## config.mk

```make
export PLATFORM = sky130hd
export DESIGN_NAME = pipe_stage_buf
export DESIGN_NICKNAME = d
export VERILOG_FILES = /design/src/rtl/pipe_pkg.sv /design/src/rtl/pipe_sat_counter.sv /design/src/rtl/pipe_stage_buf.sv
export SDC_FILE = /design/constraint.sdc
export NUM_CORES = 1
export LEC_CHECK = 0
export BUFFER_PORTS_ARGS = -buffer_cell sky130_fd_sc_hd__buf_4
export CAP_MARGIN = 20
export CORE_MARGIN = 3
export CORE_UTILIZATION = 37
export CTS_CLUSTER_DIAMETER = 150
export DETAILED_ROUTE_END_ITERATION = 8
export PLACE_DENSITY_LB_ADDON = 0.08
export SYNTH_ARGS = -nofsm -noshare
export SYNTH_HDL_FRONTEND = slang
export SYNTH_SLANG_ARGS = --single-unit
```

## constraint.sdc

```tcl
create_clock -name clk -period 2 [get_ports clk]
set_input_delay 0.2 -clock clk [delete_from_list [all_inputs] [get_ports clk]]
set_output_delay 0.2 -clock clk [all_outputs]
set_load 0.01 [all_outputs]
```

## src/rtl/pipe_pkg.sv

```systemverilog
// pipe_pkg: occupancy encoding, per-stage widths and control-field bit offsets shared by pipeline stages.
package pipe_pkg;
    typedef enum logic [1:0] {EMPTY = 2'd0, ONE = 2'd1, FULL = 2'd2} occ_t;
    localparam int EXMEM_DATA_W   = 96;
    localparam int EXMEM_CTRL_W   = 11;
    localparam int MEM_READ_BIT   = 0;
    localparam int MEM_WRITE_BIT  = 1;
    localparam int PC_SRC_BIT     = 2;
    localparam int MEM_TO_REG_BIT = 3;
    localparam int REG_WRITE_BIT  = 4;
    localparam int ZERO_BIT       = 5;
    localparam int RD_LSB         = 6;
    localparam int RD_W           = 5;
endpackage

```

## src/rtl/pipe_sat_counter.sv

```systemverilog
// pipe_sat_counter: saturating up-counter with synchronous clear.
module pipe_sat_counter #(
    parameter int W = 16
) (
    input  logic         clk,
    input  logic         clr,
    input  logic         inc,
    output logic [W-1:0] cnt
);
    always_ff @(posedge clk)
        cnt <= clr ? '0 : (inc && !(&cnt)) ? cnt + 1'b1 : cnt;
endmodule

```

## src/rtl/pipe_stage_buf.sv

```systemverilog
// pipe_stage_buf: elastic pipeline-stage register with 2-entry skid buffer, registered in_ready and flush.
// PIPE_STAGE_BUF_PERF_EN adds a saturating output-stall cycle counter (perf_stall_cnt).
module pipe_stage_buf
    import pipe_pkg::*;
#(
    parameter int                DATA_W   = EXMEM_DATA_W,
    parameter int                CTRL_W   = EXMEM_CTRL_W,
    parameter logic [CTRL_W-1:0] CTRL_RST = '0
) (
    input  logic              clk,
    input  logic              rst,
    input  logic              flush,
    input  logic              in_valid,
    output logic              in_ready,
    input  logic [DATA_W-1:0] in_data,
    input  logic [CTRL_W-1:0] in_ctrl,
    output logic              out_valid,
    input  logic              out_ready,
    output logic [DATA_W-1:0] out_data,
    output logic [CTRL_W-1:0] out_ctrl,
    output logic [1:0]        occupancy
`ifdef PIPE_STAGE_BUF_PERF_EN
    ,
    output logic [15:0]       perf_stall_cnt
`endif
);
    occ_t              st, nxt;
    logic [DATA_W-1:0] main_data, skid_data;
    logic [CTRL_W-1:0] main_ctrl, skid_ctrl;
    logic              acc, emit;
    assign acc       = in_valid & in_ready & ~flush;
    assign out_valid = st != EMPTY;
    assign emit      = out_valid & out_ready;
    assign out_data  = main_data;
    assign out_ctrl  = out_valid ? main_ctrl : CTRL_RST;
    assign occupancy = st;
    always_comb
        nxt = (st == EMPTY) ? (acc ? ONE : EMPTY) :
              (st == ONE)   ? ((acc && !emit) ? FULL : (!acc && emit) ? EMPTY : ONE) :
              (emit ? ONE : FULL);
    always_ff @(posedge clk) begin
        if (rst) begin
            st        <= EMPTY;
            in_ready  <= 1'b1;
            main_data <= '0;
            main_ctrl <= CTRL_RST;
            skid_data <= '0;
            skid_ctrl <= CTRL_RST;
        end else if (flush) begin
            st       <= EMPTY;
            in_ready <= 1'b1;
        end else begin
            st       <= nxt;
            in_ready <= nxt != FULL;
            // in FULL acc is 0, so the skid entry is only ever drained here
            if (st == FULL && emit) begin
                main_data <= skid_data;
                main_ctrl <= skid_ctrl;
                skid_data <= '0;
                skid_ctrl <= CTRL_RST;
            end else if (acc && (st == EMPTY || emit)) begin
                main_data <= in_data;
                main_ctrl <= in_ctrl;
            end else if (acc) begin
                skid_data <= in_data;
                skid_ctrl <= in_ctrl;
            end
        end
    end
`ifdef PIPE_STAGE_BUF_PERF_EN
    pipe_sat_counter #(.W(16)) u_stall (
        .clk(clk),
        .clr(rst),
        .inc(out_valid & ~out_ready),
        .cnt(perf_stall_cnt)
    );
`endif
endmodule

```

==> results.toml, run 1 <==
[timing]
worst_slack_ns = 0.120
minimum_period_implied_by_the_final_worst_setup_slack_ns = 1.88
final_cycle_utilization_of_the_critical_path = 0.940
timing.final.hold_violations = 0
setup_viols_final = 0
max_slew.worst_pin.slew_ns = 0.766
fin_worst_skew_ns = 0.0145
slew_violations = 0
grt_setup_unrepaired = "no"
timing.fmax_mhz = 532
tns_ns = 0
worst_slew_margin_rel = 0.488

[routing]
drtPass1Iterations = 5
wirelength_um = 34800
route.detailed.drc = 0
topRoutingLayerUsed = "met4"
routed-wl-met3_um = 2190
drt-initial-drc-count = 887
antenna_left = 0
vias = 9816
routed_wire_length_per_instance_um = 21.1
routed-wl-met2_um = 16400
met1Wirelength_um = 15600
avgViaCountPerCell = 5.95

[yosys]
synth-xor-area-share = 0
synth_simple_gate_area_share = 0.0700
synth_largest_area_cell = "dfxtp_1"
postSynthNetCount = 1167
synth_compound_area_frac = 0.315
synth_area_per_cell_um2 = 9.45
synth-async-reset-ratio = 0
post-synth-top-count-cell = "dfxtp_1"
synthAdderAreaFrac = 0.00126
postSynthCellCount = 1054
yosys-top-cells-count = "217 x dfxtp_1, 126 x clkbuf_1, 108 x a2111oi_0, 108 x a21oi_1"
synth_top_family_by_area = "compound AO/OA/AOI/OAI gates"
synth_largest_type_area_fraction = 0.436
synthMuxAreaShare = 0.108
dominantRegCellSynth = "dfxtp_1"
number_of_synthesized_flops_with_an_enable_pin = 0
ys_types = 30
yosys_register_bits = 217
synth-seq-area-share = 0.436
syn_area_mm2 = 0.00996
synth-warning-count = 0
synth_top_cells_by_area = "dfxtp_1 44%, mux2i_1 11%, a2111oi_0 9.5%"

[clocking]
clk_pin_slew_ns = 0.06
clock_path_buffers = 3
cts_sinks = 217
cts_root_buffer = "clkbuf_16"
htree_num_levels = 1
post_cts.repair.setup_buffers = 0
tritoncts.num_buffers = 25
cts_tree = "built"
insertion_delay_ns = 0.53

[cells_and_area]
fin_nets = 1409
flow.area_growth_from_synthesis_pct = 40.4
fillerInstances = 2429
fraction_of_layout_cells_with_a_size_suffix_above_1 = 0.242
multi_input_area_mm2 = 0.00500
final-seq-area_mm2 = 0.00435

[place]
hpwl_um = 19400
finalWeightedCongestion = 0.725
detailedPlace.worstSlack_ns = 0.0755
placement.io_buffers = 222

[floorplan]
die_height_um = 170
die_width_um = 170
initial_utilization = 0.379
core_region_area_mm2 = 0.0263
io-pin-count = 223
die-area_mm2 = 0.0289
placement_rows = 59

[worst_setup_path]
critical_path.max_fanout = 11
required_ns = 1.80
cp-start-kind = "register"
critical_path.endpoint_type = "output pin"
worst-endpoint-arrival_ns = 1.68
setup.worst_path.class = "reg -> out"

[pwr]
power-per-cell-area_mw_per_mm2 = 770
static-leakage-power_nw = 5.75
ir_worst_vdd_v = 0.000441

[grt]
grt_start_max_net_pins = 78
grtUsageTotal = 0.230
globalRoute.totalOverflow = 0
grt_pass1_vias = 9457
antenna_found_initial = 2
wire_length_of_the_first_global_routing_pass_um = 54700

[worst_hold_path]
timing.hold.worst.class = "in -> reg"

[status]
status = "finished, final reports clean"

[flow_run]
maxCapViolations = 0
-- worst max-delay path: stages (launching register included) --
cell and delay [ns]:
dfxtp_2 0.47, nor2_1 0.08, buf_4 0.19, nor2b_1 0.24, buf_4 0.17
-- cells by family after synthesis --
logic type | Yosys count
compound gates | 436
flops | 217
buf+inv | 161
simple gates | 132
mux | 107
fa+ha+maj | 1
-- sequential cells by signal, indices dropped and copies added (netlist names) --
name	cells
skid_data	96
skid_ctrl	11
out_data	96
occupancy	2
in_ready	1
main_ctrl	11
-- per-layer routing --
metal	vias to the layer above	GRT usage
met5	-	0
met4	0	0.0596
met3	47	0.0409
met2	333	0.369
met1	4769	0.321
li1	4667	-
-- what timing repair did --
action / CTS / global route
resized for setup: 2 / 0
endpoints found under the setup margin: 3 / 0
hold buffers: 108 / 0
hold endpoints to repair: 108 / 0
-- cell usage in the layout (no fill, tap or decap), types with 2 or more instances in the layout --
master	instances
dfxtp_2	2
nor2b_1	12
mux2i_1	107
diode_2	2
a21oi_1	107
clkbuf_16	25
inv_1	2
o31ai_1	107
clkbuf_8	5
clkbuf_1	4
nand4_1	2
nor4bb_4	2
dlygate4sd3_1	108
nor2_1	3
nand3_1	105
dfxtp_1	215
buf_4	238
a2111oi_0	108
nand2_1	3
buf_12	26
a211oi_1	107
clkinv_2	9
-- power by group --
| part | switching (mW) | internal (mW) | leakage [nW] |
|---|---|---|---|
| sequential | 0.120 | 4.53 | 1.77 |
| combinational | 0.843 | 0.809 | 3.58 |
| clock | 1.85 | 2.61 | 0.399 |
| total | 2.82 | 7.94 | 5.75 |
-- worst paths after layout --
path	start	end	slack, ns	cells past startpoint
max	occupancy[0]	out_ctrl[7]	0.12	4
min	out_ready	occupancy[0]	0.11	3
max reg2reg	occupancy[0]	out_data[69]	0.18	4
min reg2reg	skid_data[14]	skid_data[14]	0.47	2
-- area by class of cell --
cell class                 count  share of cell area
antenna                        2            0.000358
clock buffer                  34              0.0508
clock inverter                11             0.00618
inverter                       3            0.000895
multi-input combinational    676               0.358
sequential                   217               0.311
tap                          335              0.0300
timing repair buffer         373               0.243
-- metrics by stage --
step | hold WS [ns] | cells | util | cell area [µm²] | power [mW]
floorplan | 0.348 | 1054 | - | 9960 | 5.42
global placement | 0.451 | 1496 | 0.460 | 12100 | 6.21
detailed placement | 0.458 | 1496 | 0.460 | 12100 | 6.22
CTS | 0.0803 | 1649 | 0.532 | 14000 | 10.9
global route | 0.136 | 1651 | 0.532 | 14000 | 11.2
finish | 0.112 | 1651 | 0.532 | 14000 | 10.8
No activity file was read; power rests on OpenSTA's default activity.
==> inputs of run 2 (changes only) <==
Settings changed: CELL_PAD_IN_SITES_DETAIL_PLACEMENT set to 0, CELL_PAD_IN_SITES_GLOBAL_PLACEMENT set to 2, CORE_UTILIZATION 37 to 33.
==> results.toml, run 2 (same netlist as run 1, synthesis figures left out) <==
[cells_and_area]
layout.cell_area.non_filler_mm2 = 0.0140
multi_input_area_mm2 = 0.00500
fillerInstances = 2756
final_cell_mix = "240 x buf_4, 216 x dfxtp_1, 108 x a2111oi_0, 108 x dlygate4sd3_1"
final-instance-count-excl-fill = 1697
final-seq-area_mm2 = 0.00435
fraction_of_layout_cells_with_a_size_suffix_above_1 = 0.238
layout.cells.most_common = "buf_4"
antenna_cells = 0
flow.area_growth_from_synthesis_pct = 41.0
fin_nets = 1407

[timing]
final_cycle_utilization_of_the_critical_path = 0.957
slew_violations = 0
timing.final.hold_violations = 0
worst_slew_margin_rel = 0.631
minimum_period_implied_by_the_final_worst_setup_slack_ns = 1.91
setup_viols_final = 0
timing.fmax_mhz = 523
max_slew.worst_pin.slew_ns = 0.553
fin_worst_skew_ns = 0.0184
worst_slack_ns = 0.0869
grt_setup_unrepaired = "no"
tns_ns = 0

[worst_setup_path]
reg2reg_setup_slack_ns = 0.24
required_ns = 1.80
critical_path.reg2reg.endpoint = "out_data[17]"
timing.critical_path.slowest_stage_cell = "dfxtp_1"
critPathTopFamily = "flip-flops"
cpMostUsedCell = "buf_4"
crit_chain = "nor2_1, buf_4, nor2b_1, buf_4"
cp-start-kind = "register"
buffers_and_inverters_on_the_worst_path = 2
critical_path.max_fanout = 11
worst-endpoint-arrival_ns = 1.71
timing.critical_path.slowest_cell_delay_ns = 0.43
r2r-start = "occupancy[1]"
critical_path.endpoint_type = "output pin"
r2r_cells = 4
setup.worst_path.class = "reg -> out"

[floorplan]
io-pin-count = 223
die_height_um = 180
die_width_um = 180
core_region_area_mm2 = 0.0292
placement_rows = 62
initial_utilization = 0.340
die-area_mm2 = 0.0323

[place]
detailed_place.area_mm2 = 0.0121
hpwl_um = 20100
placement.io_buffers = 222
finalWeightedCongestion = 0.715
detailedPlace.worstSlack_ns = 0.246
placedCellCount = 1542

[pwr]
power-per-cell-area_mw_per_mm2 = 792
power_mw = 11.1
ir_worst_vdd_v = 0.000478
static-leakage-power_nw = 5.76

[routing]
drtPass1Iterations = 5
routed_wire_length_per_instance_um = 21.6
route.detailed.drc = 0
wirelength_um = 36700
vias = 9732
drt-initial-drc-count = 744
avgViaCountPerCell = 5.73
antenna_left = 0

[grt]
wire_length_of_the_first_global_routing_pass_um = 58300
antenna_found_initial = 0
grtUsageTotal = 0.216
globalRoute.totalOverflow = 0
grt_pass1_vias = 9904
grt_start_max_net_pins = 74

[worst_hold_path]
timing.hold.worst.class = "in -> reg"
min_delay_path_depth = 3
hold-path-endpoint = "occupancy[0]"
min_from = "out_ready"

[clocking]
cts_root_buffer = "clkbuf_16"
htree_num_levels = 1
insertion_delay_ns = 0.53
cts_sinks = 217
tritoncts.num_buffers = 26
post_cts.repair.setup_buffers = 0
clk_pin_slew_ns = 0.06
cts_tree = "built"
clock_path_buffers = 3

[flow_run]
maxCapViolations = 0

[status]
status = "finished, final reports clean"
run 2: stage by stage:
step / hold WS (ns) / utilization
after floorplan: 0.348 / -
after global placement: 0.450 / 0.413
after detailed placement: 0.459 / 0.413
after CTS: 0.0921 / 0.480
after global routing: 0.134 / 0.480
final: 0.108 / 0.480
run 2: power breakdown:
group	leakage (nW)	switching, mW	internal, mW
clock	0.438	1.84	2.99
sequential	1.77	0.124	4.53
combinational	3.55	0.845	0.784
total	5.76	2.81	8.30
run 2: final cells by class:
| cell class | count | share of cell area |
|---|---|---|
| clock inverters | 2 | 0.00250 |
| repair buffers | 370 | 0.236 |
| multi-input cells | 676 | 0.356 |
| clock buffers | 45 | 0.0608 |
| inverters | 3 | 0.000891 |
| well taps | 384 | 0.0342 |
| flip-flops and latches | 217 | 0.310 |
run 2: worst max-delay path by stage:
stage,start,endpoint,slack (ns),cells after the start
global placement,occupancy[0],out_data[8],0.29,4
global route,occupancy[1],out_ctrl[6],0.004,4
detailed placement,occupancy[1],out_data[66],0.25,4
floorplan,occupancy[1],occupancy[0],0.16,9
CTS,occupancy[0],out_ctrl[6],0.05,4
finish,occupancy[1],out_ctrl[6],0.09,4
run 2: routing by layer:
metal	wire length, µm	up-vias	global-route usage	part of all wire
li1	-	4655	-	-
met1	16800	4756	0.304	0.46
met3	2110	32	0.0370	0.058
met2	17300	289	0.352	0.47
met5	0	-	0	0
met4	501	0	0.0412	0.014
run 2: worst reg2reg max path, delay by kind of cell, from the launching register on:
kind | cells | cell delay [ns]
AOI/OAI and AO/OA | 2 | 0.44
buffers and inverters | 1 | 0.35
DFF | 1 | 0.43
and+or+nand+nor | 1 | 0.45
run 2: what timing repair did:
item                       in CTS  in global routing
hold endpoints to repair      108                  0
gates resized for setup         0                  1
setup endpoints to repair       0                  1
hold buffers                  108                  0
